**src/rtl/key_event_sync.sv**
```systemverilog
// key_event_sync: synchronise, debounce and auto-repeat push-buttons, reporting frame-stable events.
module key_event_sync #(
    parameter int N_KEYS              = 3,
    parameter bit KEYS_ACTIVE_LOW     = 1'b1,
    parameter int DEBOUNCE_CYCLES     = 200000,
    parameter int REPEAT_DELAY_FRAMES = 20,
    parameter int REPEAT_RATE_FRAMES  = 6
) (
    input  logic              i_clk_pix,
    input  logic              i_rst,
    input  logic [N_KEYS-1:0] i_key,
    input  logic              i_frame,
    output logic [N_KEYS-1:0] o_held,
    output logic [N_KEYS-1:0] o_press,
    output logic [N_KEYS-1:0] o_release,
    output logic [N_KEYS-1:0] o_repeat
);
    localparam int CW = $clog2(DEBOUNCE_CYCLES + 1);
    localparam logic [CW-1:0] CNT_LAST = CW'(DEBOUNCE_CYCLES - 2);
    localparam logic [7:0] DELAY = 8'(REPEAT_DELAY_FRAMES);
    localparam logic [7:0] RATE = 8'(REPEAT_RATE_FRAMES);

    typedef enum logic [1:0] {UP, PEND_DN, DOWN, PEND_UP} state_t;

    logic [N_KEYS-1:0] press_ev, release_ev, repeat_ev, held_nx;
    logic [N_KEYS-1:0] pend_press, pend_release, pend_repeat;

    for (genvar k = 0; k < N_KEYS; k++) begin : g_key
        logic [1:0] sync;
        logic raw, press, rel, rpt;
        state_t state, state_nx;
        logic [CW-1:0] cnt, cnt_nx;
        logic [7:0] rep, rep_nx;

        // Synchroniser resets to the released pin level so reset never fakes a press.
        always_ff @(posedge i_clk_pix) begin
            if (i_rst) sync <= {2{KEYS_ACTIVE_LOW}};
            else sync <= {sync[0], i_key[k]};
        end
        assign raw = sync[1] ^ KEYS_ACTIVE_LOW;

        always_ff @(posedge i_clk_pix) begin
            if (i_rst) begin
                state <= UP;
                cnt   <= '0;
                rep   <= '0;
            end else begin
                state <= state_nx;
                cnt   <= cnt_nx;
                rep   <= rep_nx;
            end
        end

        // The cycle leaving UP/DOWN is the first agreeing sample, hence the DEBOUNCE_CYCLES-2 terminal count.
        always_comb begin
            state_nx = state;
            cnt_nx   = cnt;
            rep_nx   = rep;
            press    = 1'b0;
            rel      = 1'b0;
            rpt      = 1'b0;
            case (state)
                UP: if (raw) begin
                    state_nx = PEND_DN;
                    cnt_nx   = '0;
                end
                PEND_DN: if (!raw) state_nx = UP;
                    else if (cnt == CNT_LAST) begin
                        state_nx = DOWN;
                        press    = 1'b1;
                        rep_nx   = DELAY;
                    end else cnt_nx = cnt + CW'(1);
                DOWN: begin
                    if (!raw) begin
                        state_nx = PEND_UP;
                        cnt_nx   = '0;
                    end
                    if (i_frame && rep != 8'd0) begin
                        rpt    = rep == 8'd1;
                        rep_nx = rep == 8'd1 ? RATE : rep - 8'd1;
                    end
                end
                PEND_UP: if (raw) state_nx = DOWN;
                    else if (cnt == CNT_LAST) begin
                        state_nx = UP;
                        rel      = 1'b1;
                    end else cnt_nx = cnt + CW'(1);
                default: state_nx = UP;
            endcase
        end

        assign press_ev[k]   = press;
        assign release_ev[k] = rel;
        assign repeat_ev[k]  = rpt;
        assign held_nx[k]    = state_nx == DOWN || state_nx == PEND_UP;
    end

    always_ff @(posedge i_clk_pix) begin
        if (i_rst) begin
            o_held       <= '0;
            o_press      <= '0;
            o_release    <= '0;
            o_repeat     <= '0;
            pend_press   <= '0;
            pend_release <= '0;
            pend_repeat  <= '0;
        end else if (i_frame) begin
            o_held       <= held_nx;
            o_press      <= pend_press | press_ev;
            o_release    <= pend_release | release_ev;
            o_repeat     <= pend_repeat | repeat_ev;
            pend_press   <= '0;
            pend_release <= '0;
            pend_repeat  <= '0;
        end else begin
            pend_press   <= pend_press | press_ev;
            pend_release <= pend_release | release_ev;
            pend_repeat  <= pend_repeat | repeat_ev;
        end
    end
endmodule

```
**config.mk**
```make
export PLATFORM = sky130hd
export DESIGN_NAME = key_event_sync
export DESIGN_NICKNAME = d
export VERILOG_FILES = /design/src/rtl/key_event_sync.sv
export SDC_FILE = /design/constraint.sdc
export NUM_CORES = 1
export LEC_CHECK = 0
export CAP_MARGIN = 0
export CORE_ASPECT_RATIO = 1.5
export CORE_MARGIN = 8
export CORE_UTILIZATION = 40
export CTS_BUF_LIST = sky130_fd_sc_hd__clkbuf_8
export DETAILED_ROUTE_END_ITERATION = 8
export GPL_ROUTABILITY_DRIVEN = 0
export PLACE_DENSITY = 0.62
export SLEW_MARGIN = 25
export SYNTH_ARGS = -nofsm -noshare
export SYNTH_HDL_FRONTEND = slang
export SYNTH_SLANG_ARGS = --single-unit
```
**constraint.sdc**
```tcl
create_clock -name i_clk_pix -period 2.55 [get_ports i_clk_pix]
set_input_delay 0.765 -clock i_clk_pix [delete_from_list [all_inputs] [get_ports i_clk_pix]]
set_output_delay 0.765 -clock i_clk_pix [all_outputs]
set_load 0.05 [all_outputs]
```
==> summary.txt, run 1 <==
Clock network
  • Postcts setup bufs: 0
  • Root Driver: clkbuf_8
  • CTS tree: built
  • TritonCTS Buffers: 9
  • Clk Latency, worst-skew pair: 0.38 ns
  • Clock slew at reported path FFs: 0.11 ns
  • Clock Tree Buf Depth: 2
  • Post_cts resized: 0
  • # hold bufs at CTS: 0
  • H-tree levels: 3
  • Clock sinks: 111

Detailed routing
  • Total Routed Length: 11.7 mm
  • First drt pass iteration count: 5
  • WL per Instance: 14.4 µm
  • Via density: 5.53
  • Routed wl met3: 393 µm
  • Via Count: 4500
  • DRC: 0
  • Initial DRC count: 159
  • Max Used Layer: met4
  • Remaining antenna violation count: 0
  • M1 WL: 4.95 mm
  • Wire length on met2: 6.16 mm

Worst setup path
  • Startpoint types: register
  • Worst setup endpoint: g_key[1].rep[4]
  • WS Path Type: reg -> reg
  • CP max FO: 8
  • Worst r2r src: g_key[1].cnt[6]
  • Reg2Reg Capture Point: g_key[1].rep[4]
  • Reg2Reg Setup Slack: 0.11 ns
  • Crit path arrival time: 2.70 ns
  • Critical path data required time: 2.81 ns
  • Crit path capture type: register
  • Path depth of the worst reg2reg path: 6
  • Worst setup path startpoint: g_key[1].cnt[6]

Synthesis
  • Most frequent cell after synthesis: dfxtp_1
  • Syn nets: 641
  • Synth Warn #: 0
  • Post-synth EDFFs: 0
  • Number of synthesized register bits: 111
  • Synth Area per Inst: 8.38 µm²
  • Sequential-to-total area share from yosys stat: 42.5%
  • Yosys top cell area share: 42.5%
  • Most frequent cells after synthesis: dfxtp_1 (111), nor2_1 (89), a21oi_1 (47)
  • Ranking of synthesized cells by area: dfxtp_1 (43%), nor2_1 (6.4%), xnor2_1 (4.9%)
  • Post-synth cell types: 55
  • Post-Syn Area: 5220 µm²
  • Synth area leader: dfxtp_1
  • Top_reg_cell synth: dfxtp_1
  • Syn Inst Count: 623
  • Async S/R FF share, synth: 0%

Floorplan
  • Core area: 12900 µm²
  • DIE AREA: 17000 µm²
  • Die height: 156 µm
  • Die Span X: 109 µm
  • Initial Util: 40.5%
  • Row count: 51
  • Ports: 18

Power
  • Sw frac: 22.6%
  • Cell internal pwr: 2.41 mW
  • Pwr Total: 3.11 mW
  • Clock network power share: 38.4%
  • Peak supply drop: 0.000371 V
  • Sequential Power Share: 56.7%
  • Leak: 1.95 nW
  • Cell Pwr Density: 528 nW/µm²
  • NetSw: 0.703 mW
  • Combinational Power Share: 4.9%

Placement
  • Port bufs: 17
  • Area after DPL: 5650 µm²
  • Pre-CTS setup slack: -0.00524 ns
  • Detailed placer's ending HPWL: 8.56 mm
  • Placed insts: 798

STA
  • Hold WS: 0.418 ns
  • Worst slew pin tran: 0.978 ns
  • Tcrit/Tclk final: 95.5%
  • Final slew viol count: 0
  • Final setup vio count: 0
  • Slew headroom: 34.7%
  • Final hold violation count: 0
  • Final setup margin: 0.114 ns
  • Unrepaired setup endpoints after global routing: false
  • Layout Skew: 0.0111 ns
  • Final critical-path required period: 2.44 ns
  • Sum Neg Setup Slack: 0 ns
  • Fmax: 0.410 GHz

Cells and area
  • Final core utilization: 45.7%
  • Final Non-Filler Cells: 814
  • Ant. Diodes: 0
  • Finished Cell Area: 5880 µm²
  • Nets: 668
  • Area added between synthesis and finish: 12.7%
  • Share of cells above drive strength 1: 7.79%

GRT
  • Initial antenna violation count: 0
  • GRT Residual Overflow: 0
  • Tot GR Track Use: 14.3%
  • Vias in the first global route: 4407
  • First-pass GRT wire length: 20.0 mm
  • Largest net degree at the start of global routing: 28

Status
  • Outcome: finished clean

Min path
  • Worst Hold Class: reg -> reg

Flow run
  • Max Cap Viol: 0
[worst max-delay path: stages (launching register included)]
cell and delay [ns]:
dfxtp_1 0.36, or4_1 0.52, or4_1 0.70, o21a_1 0.35
buf_4 0.19, o21ai_1 0.13, a21oi_1 0.08
[per-layer routing]
| layer | vias up | global-route usage, % |
|---|---|---|
| met2 | 68 | 25.8 |
| met1 | 2134 | 15.9 |
| met4 | 0 | 6.20 |
| li1 | 2284 | - |
| met5 | - | 0 |
| met3 | 14 | 2.44 |
[how the worst min path moves through the flow]
stage	slack, ns	endpoint	startpoint	depth (start not counted)
floorplan	0.39	g_key[0].sync[1]	g_key[0].sync[0]	1
global placement	0.39	g_key[0].sync[1]	g_key[0].sync[0]	1
detailed placement	0.41	g_key[0].sync[1]	g_key[0].sync[0]	1
CTS	0.42	g_key[2].sync[1]	g_key[2].sync[0]	1
global route	0.44	g_key[2].sync[1]	g_key[2].sync[0]	1
finish	0.42	g_key[2].sync[1]	g_key[2].sync[0]	1
[final cells by class]
cell class              instances  area [µm²]
clock buffers                  11         151
clock inverters                 5        80.1
fillers                      1315        7010
inverters                      26        97.6
multi-input cells             464        2810
flip-flops and latches        111        2220
well taps                     159         199
repair buffers                 38         323
[kinds of logic (layout without fill, tap and decap cells)]
family          count (synthesis)  count (layout)  synth area share, %
simple gates                  279             279                 28.2
mux                             2               2                0.383
compound gates                128             128                 15.1
fa+ha+maj                      12              12                 2.87
xor+xnor                       43              43                 7.21
buf+inv                        48              80                 3.62
flops                         111             111                 42.5
[power groups by stage]
stage                     combinational (mW)  sequential, mW  clock (mW)
after floorplan                       0.0697            1.83           0
after global placement                 0.151            1.80           0
after detailed placement               0.154            1.80           0
after CTS                              0.154            1.76        1.24
after global routing                   0.165            1.77        1.31
final                                  0.152            1.76        1.19
[sequential cells by signal, indices dropped and copies added, names as in the netlist, 6 cells and up]
name	flops
g_key.state	6
g_key.rep	24
g_key.sync	6
g_key.cnt	54
[layout by cell type (no fill, tap or decap), drive strengths merged, types with 12 or more instances in the layout]
| master | instances |
|---|---|
| dfxtp | 111 |
| and3 | 12 |
| nor2 | 89 |
| o21ai | 26 |
| a31oi | 13 |
| buf | 22 |
| ha | 12 |
| nand2 | 33 |
| clkdlybuf4s50 | 16 |
| xor2 | 14 |
| nor3 | 22 |
| xnor2 | 29 |
| a21oi | 47 |
| nand4 | 17 |
| nor4 | 12 |
| nand3 | 22 |
| inv | 26 |
| a211oi | 12 |
(Power assumes the default switching activity.)
==> inputs of run 2 (changes only) <==
GPL_ROUTABILITY_DRIVEN = unset   (was 0)
HOLD_SLACK_MARGIN = 0.15   (was unset)
clock period = 2.95 ns   (was 2.55 ns; I/O delays follow)
==> summary.txt, run 2 (synthesis results as in run 1) <==
STA
  • Unrepaired setup endpoints after global routing: false
  • Final setup vio count: 0
  • Final slew viol count: 0
  • Final critical-path required period: 2.47 ns
  • Layout Skew: 0.0179 ns
  • Worst slew pin tran: 0.749 ns
  • Sum Neg Setup Slack: 0 ns
  • Final hold violation count: 0
  • Slew headroom: 49.8%
  • Fmax: 0.406 GHz
  • Tcrit/Tclk final: 83.6%

Power
  • Peak supply drop: 0.000249 V
  • Cell Pwr Density: 454 nW/µm²
  • Cell internal pwr: 2.04 mW
  • Clock network power share: 37.1%
  • Sequential Power Share: 58.1%
  • Combinational Power Share: 4.8%
  • NetSw: 0.580 mW
  • Sw frac: 22.1%
  • Leak: 1.90 nW

Floorplan
  • Core area: 12900 µm²
  • Die height: 156 µm
  • DIE AREA: 17000 µm²
  • Initial Util: 40.5%
  • Row count: 51
  • Die Span X: 109 µm
  • Ports: 18

Cells and area
  • Commonest non-fill, non-tap cell in the layout: dfxtp_1
  • Register name with the most flops: g_key.cnt
  • Nets: 656
  • Filler cells: 1312
  • Most frequent cells in the layout: dfxtp_1 (111), nor2_1 (89), a21oi_1 (47)
  • Finished Cell Area: 5780 µm²
  • Final Non-Filler Cells: 801
  • Top flop regs: g_key.cnt: 54 flops, g_key.rep: 24 flops
  • Ant. Diodes: 0
  • Share of cells above drive strength 1: 5.92%
  • Area added between synthesis and finish: 10.7%
  • Max reg flops: 54

Worst setup path
  • Reg2Reg Capture Point: g_key[1].rep[1]
  • Path depth of the worst reg2reg path: 5
  • Crit path arrival time: 2.77 ns
  • Reg2Reg Setup Slack: 0.48 ns
  • CP max FO: 11
  • Critical path data required time: 3.25 ns
  • Worst r2r src: g_key[1].cnt[6]
  • Crit path capture type: register
  • Startpoint types: register
  • WS Path Type: reg -> reg

Flow run
  • Max Cap Viol: 0

Min path
  • Hold Path Origin: g_key[2].sync[0]
  • Worst Hold Class: reg -> reg
  • Hold path depth: 1
  • Min-Delay Endpoint: g_key[2].sync[1]

GRT
  • Largest net degree at the start of global routing: 31
  • First-pass GRT wire length: 19.9 mm
  • Vias in the first global route: 4347
  • GRT Residual Overflow: 0
  • Tot GR Track Use: 14.1%
  • Initial antenna violation count: 0

Clock network
  • Clock slew at reported path FFs: 0.11 ns
  • TritonCTS Buffers: 9
  • CTS tree: built
  • Root Driver: clkbuf_8
  • Postcts setup bufs: 0
  • Clk Latency, worst-skew pair: 0.37 ns
  • Post_cts resized: 0
  • # hold bufs at CTS: 0
  • Clock sinks: 111
  • Clock Tree Buf Depth: 2
  • H-tree levels: 3

Placement
  • Placed insts: 786
  • Detailed placer's ending HPWL: 8.26 mm
  • Area after DPL: 5570 µm²
  • Port bufs: 17
  • GP Congestion: 0.858

Status
  • Outcome: finished clean

Detailed routing
  • DRC: 0
  • Total Routed Length: 11.3 mm
  • WL per Instance: 14.2 µm
  • Remaining antenna violation count: 0
  • First drt pass iteration count: 7
  • Initial DRC count: 117
  • Via Count: 4421
  • Via density: 5.52
==> run 2: cell types whose count changed in the layout (fill, tap and decap cells not counted) <==
cell / before / now
o21bai_1: 5 / 3
clkbuf_8: 11 / 10
inv_1: 26 / 28
clkinvlp_4: 2 / 1
buf_4: 21 / 9
clkinv_2: 1 / 0
o21bai_2: 0 / 2
==> run 2: layout make-up <==
| type | instances | area (µm²) | share of cell area [%] |
|---|---|---|---|
| Multi-Input combinational cell | 464 | 2820 | 48.7 |
| Sequential cell | 111 | 2220 | 38.4 |
| Timing Repair Buffer | 26 | 233 | 4.02 |
| Tap cell | 159 | 199 | 3.44 |
| Clock buffer | 10 | 138 | 2.38 |
| Inverter | 26 | 97.6 | 1.69 |
| Clock inverter | 5 | 75.1 | 1.30 |
==> run 2: through the flow <==
stage	hold WS, ns	utilization, %	power, mW	worst slack [ns]
2_1_floorplan	0.389	-	1.64	0.732
3_3_place_gp	0.392	43.2	1.68	0.316
3_5_place_dp	0.398	43.2	1.69	0.280
4_1_cts	0.418	44.8	2.66	0.458
5_1_grt	0.437	44.9	2.73	0.407
6_report	0.414	44.9	2.63	0.484
==> run 2: power groups by stage <==
stage               logic (mW)  registers, mW  clock network (mW)
floorplan               0.0603           1.58                   0
global placement         0.125           1.56                   0
detailed placement       0.127           1.56                   0
CTS                      0.127           1.53                1.01
global route             0.139           1.53                1.07
finish                   0.126           1.52               0.974
==> run 2: how the worst max path moves through the flow <==
stage	depth (start not counted)	slack, ns	end	startpoint
3_5_place_dp	7	0.28	g_key[1].rep[3]	i_frame
2_1_floorplan	7	0.73	g_key[1].rep[2]	g_key[1].cnt[6]
5_1_grt	5	0.41	g_key[1].rep[1]	g_key[1].cnt[6]
3_3_place_gp	7	0.32	g_key[1].rep[6]	i_frame
6_report	5	0.48	g_key[1].rep[1]	g_key[1].cnt[6]
4_1_cts	1	0.46	o_release[2]	o_release[2]
==> run 2: routing by layer <==
layer	GRT usage, %	wire length [µm]
met1	16.1	4970
met3	2.65	332
met4	5.36	180
met2	25.0	5860
met5	0	0
==> run 2: worst max-delay path: stages (launching register included) <==
cell,delay [ns]
dfxtp_1,0.36
or4_1,0.52
or4_1,0.70
o21a_1,0.37
a211o_1,0.31
a21oi_1,0.13
==> inputs of run 3 (changes only) <==
PLACE_DENSITY = 0.64   (was 0.62)
clock period = 2.1 ns   (was 2.95 ns; I/O delays follow)
==> summary.txt, run 3 (synthesis results as in run 1) <==
Clock network
  • CTS tree: built
  • Root Driver: clkbuf_8
  • H-tree levels: 3
  • Clock Tree Buf Depth: 2
  • Clock sinks: 111
  • TritonCTS Buffers: 9
  • Clk Latency, worst-skew pair: 0.38 ns
  • # hold bufs at CTS: 0
  • Clock slew at reported path FFs: 0.11 ns

Placement
  • Port bufs: 17
  • Pre-CTS setup slack: -0.293 ns
  • Detailed placer's ending HPWL: 9.13 mm
  • GP Congestion: 0.838

GRT
  • First-pass GRT wire length: 21.0 mm
  • Largest net degree at the start of global routing: 26
  • Initial antenna violation count: 0
  • Tot GR Track Use: 15.2%
  • GRT Residual Overflow: 0
  • Vias in the first global route: 4571

Power
  • Peak supply drop: 0.000395 V
  • Pwr Total: 3.91 mW
  • Leak: 2.16 nW
  • Cell Pwr Density: 630 nW/µm²

Cells and area
  • Most frequent cells in the layout: dfxtp_1 (109), nor2_1 (88), buf_4 (65)
  • Max reg flops: 54
  • Commonest non-fill, non-tap cell in the layout: dfxtp_1
  • Ant. Diodes: 0
  • Area added between synthesis and finish: 18.9%
  • Nets: 701
  • Top flop regs: g_key.cnt: 54 flops, g_key.rep: 24 flops
  • Share of cells above drive strength 1: 16.6%
  • Final core utilization: 48.2%
  • Register name with the most flops: g_key.cnt

Worst setup path
  • Path depth of the worst reg2reg path: 6
  • WS Path Type: reg -> reg
  • Startpoint types: register
  • Cell family with most CP delay: simple AND/OR/NAND/NOR gates
  • CP max FO: 8
  • Reg2Reg Setup Slack: -0.08 ns
  • Reg2Reg Capture Point: g_key[1].rep[4]
  • Worst r2r src: g_key[1].cnt[6]
  • Critical path data required time: 2.37 ns
  • Crit path arrival time: 2.44 ns
  • CP dominant cell by count: or4_4
  • Crit path capture type: register
  • WP buf/inv: 1
  • WP depth: 6
  • Max incr delay on CP: 0.60 ns
  • Cell Chain, Critical Path: or4_4 -> or4_4 -> o21a_4 -> buf_6 -> o21ai_4 -> a21oi_2
  • CP max-delay cell: or4_4

STA
  • Worst slew pin tran: 0.559 ns
  • Layout Skew: 0.0117 ns
  • Fmax: 0.460 GHz
  • Hold WS: 0.418 ns
  • Final setup vio count: 10
  • Final hold violation count: 0
  • Final critical-path required period: 2.18 ns
  • Tcrit/Tclk final: 104%
  • Slew headroom: 62.4%
  • Final setup margin: -0.0762 ns
  • Unrepaired setup endpoints after global routing: true
  • Final slew viol count: 0

Floorplan
  • DIE AREA: 17000 µm²
  • Core area: 12900 µm²
  • Die height: 156 µm
  • Initial Util: 40.5%
  • Row count: 51
  • Ports: 18
  • Die Span X: 109 µm

Min path
  • Min-Delay Endpoint: g_key[0].sync[1]
  • Worst Hold Class: reg -> reg
  • Hold path depth: 1
  • Hold Path Origin: g_key[0].sync[0]

Detailed routing
  • DRC: 0
  • Via density: 5.49
  • First drt pass iteration count: 5
  • Remaining antenna violation count: 0
  • WL per Instance: 14.6 µm
  • Total Routed Length: 12.4 mm
  • Via Count: 4650
  • Initial DRC count: 224

Flow run
  • Max Cap Viol: 0

Status
  • Outcome: finished, violations left
  • Failing checks: setup timing
run 3: cell type report:
| class | instances | area [µm²] |
|---|---|---|
| Tap cell | 159 | 199 |
| Inverter | 26 | 97.6 |
| Clock buffer | 10 | 138 |
| Clock inverter | 6 | 116 |
| Fill cell | 1287 | 6680 |
| Timing Repair Buffer | 71 | 544 |
| Multi-Input combinational cell | 464 | 2890 |
| Sequential cell | 111 | 2220 |
run 3: how the worst max path moves through the flow:
stage | endpoint | slack [ns] | start
after CTS | g_key[1].rep[4] | -0.06 | g_key[1].cnt[9]
after global routing | g_key[1].rep[6] | -0.14 | g_key[1].cnt[6]
final | g_key[1].rep[4] | -0.08 | g_key[1].cnt[6]
after global placement | g_key[2].rep[4] | -0.22 | i_frame
after floorplan | g_key[1].rep[2] | -0.06 | g_key[1].cnt[7]
after detailed placement | g_key[2].rep[4] | -0.29 | i_frame
run 3: what timing repair did:
| action | in CTS | in global routing |
|---|---|---|
| endpoints found under the setup margin | 25 | 33 |
| setup buffers | 0 | 0 |
| gates resized for setup | 7 | 15 |
| pin swaps | 1 | 11 |
run 3: power breakdown:
group / switching, mW / internal [mW] / leakage (nW)
logic: 0.132 / 0.0732 / 1.14
clock network: 0.736 / 0.834 / 0.127
registers: 0.0118 / 2.12 / 0.899
run 3: per-stage QoR:
stage / TNS [ns] / cells / cell area (µm²)
2_1_floorplan: -0.113 / 623 / 5230
3_5_place_dp: -4.81 / 831 / 5870
6_report: -0.345 / 847 / 6210
5_1_grt: -1.37 / 847 / 6210
4_1_cts: -0.279 / 847 / 6150
3_3_place_gp: -3.25 / 831 / 5870
run 3: metal layers:
metal	vias to the layer above	global-route usage, %	part of all wire [%]
met5	-	0	0
met1	2198	16.3	41
met4	0	8.14	3.1
met2	82	27.3	53
met3	28	2.65	3.0
li1	2342	-	-
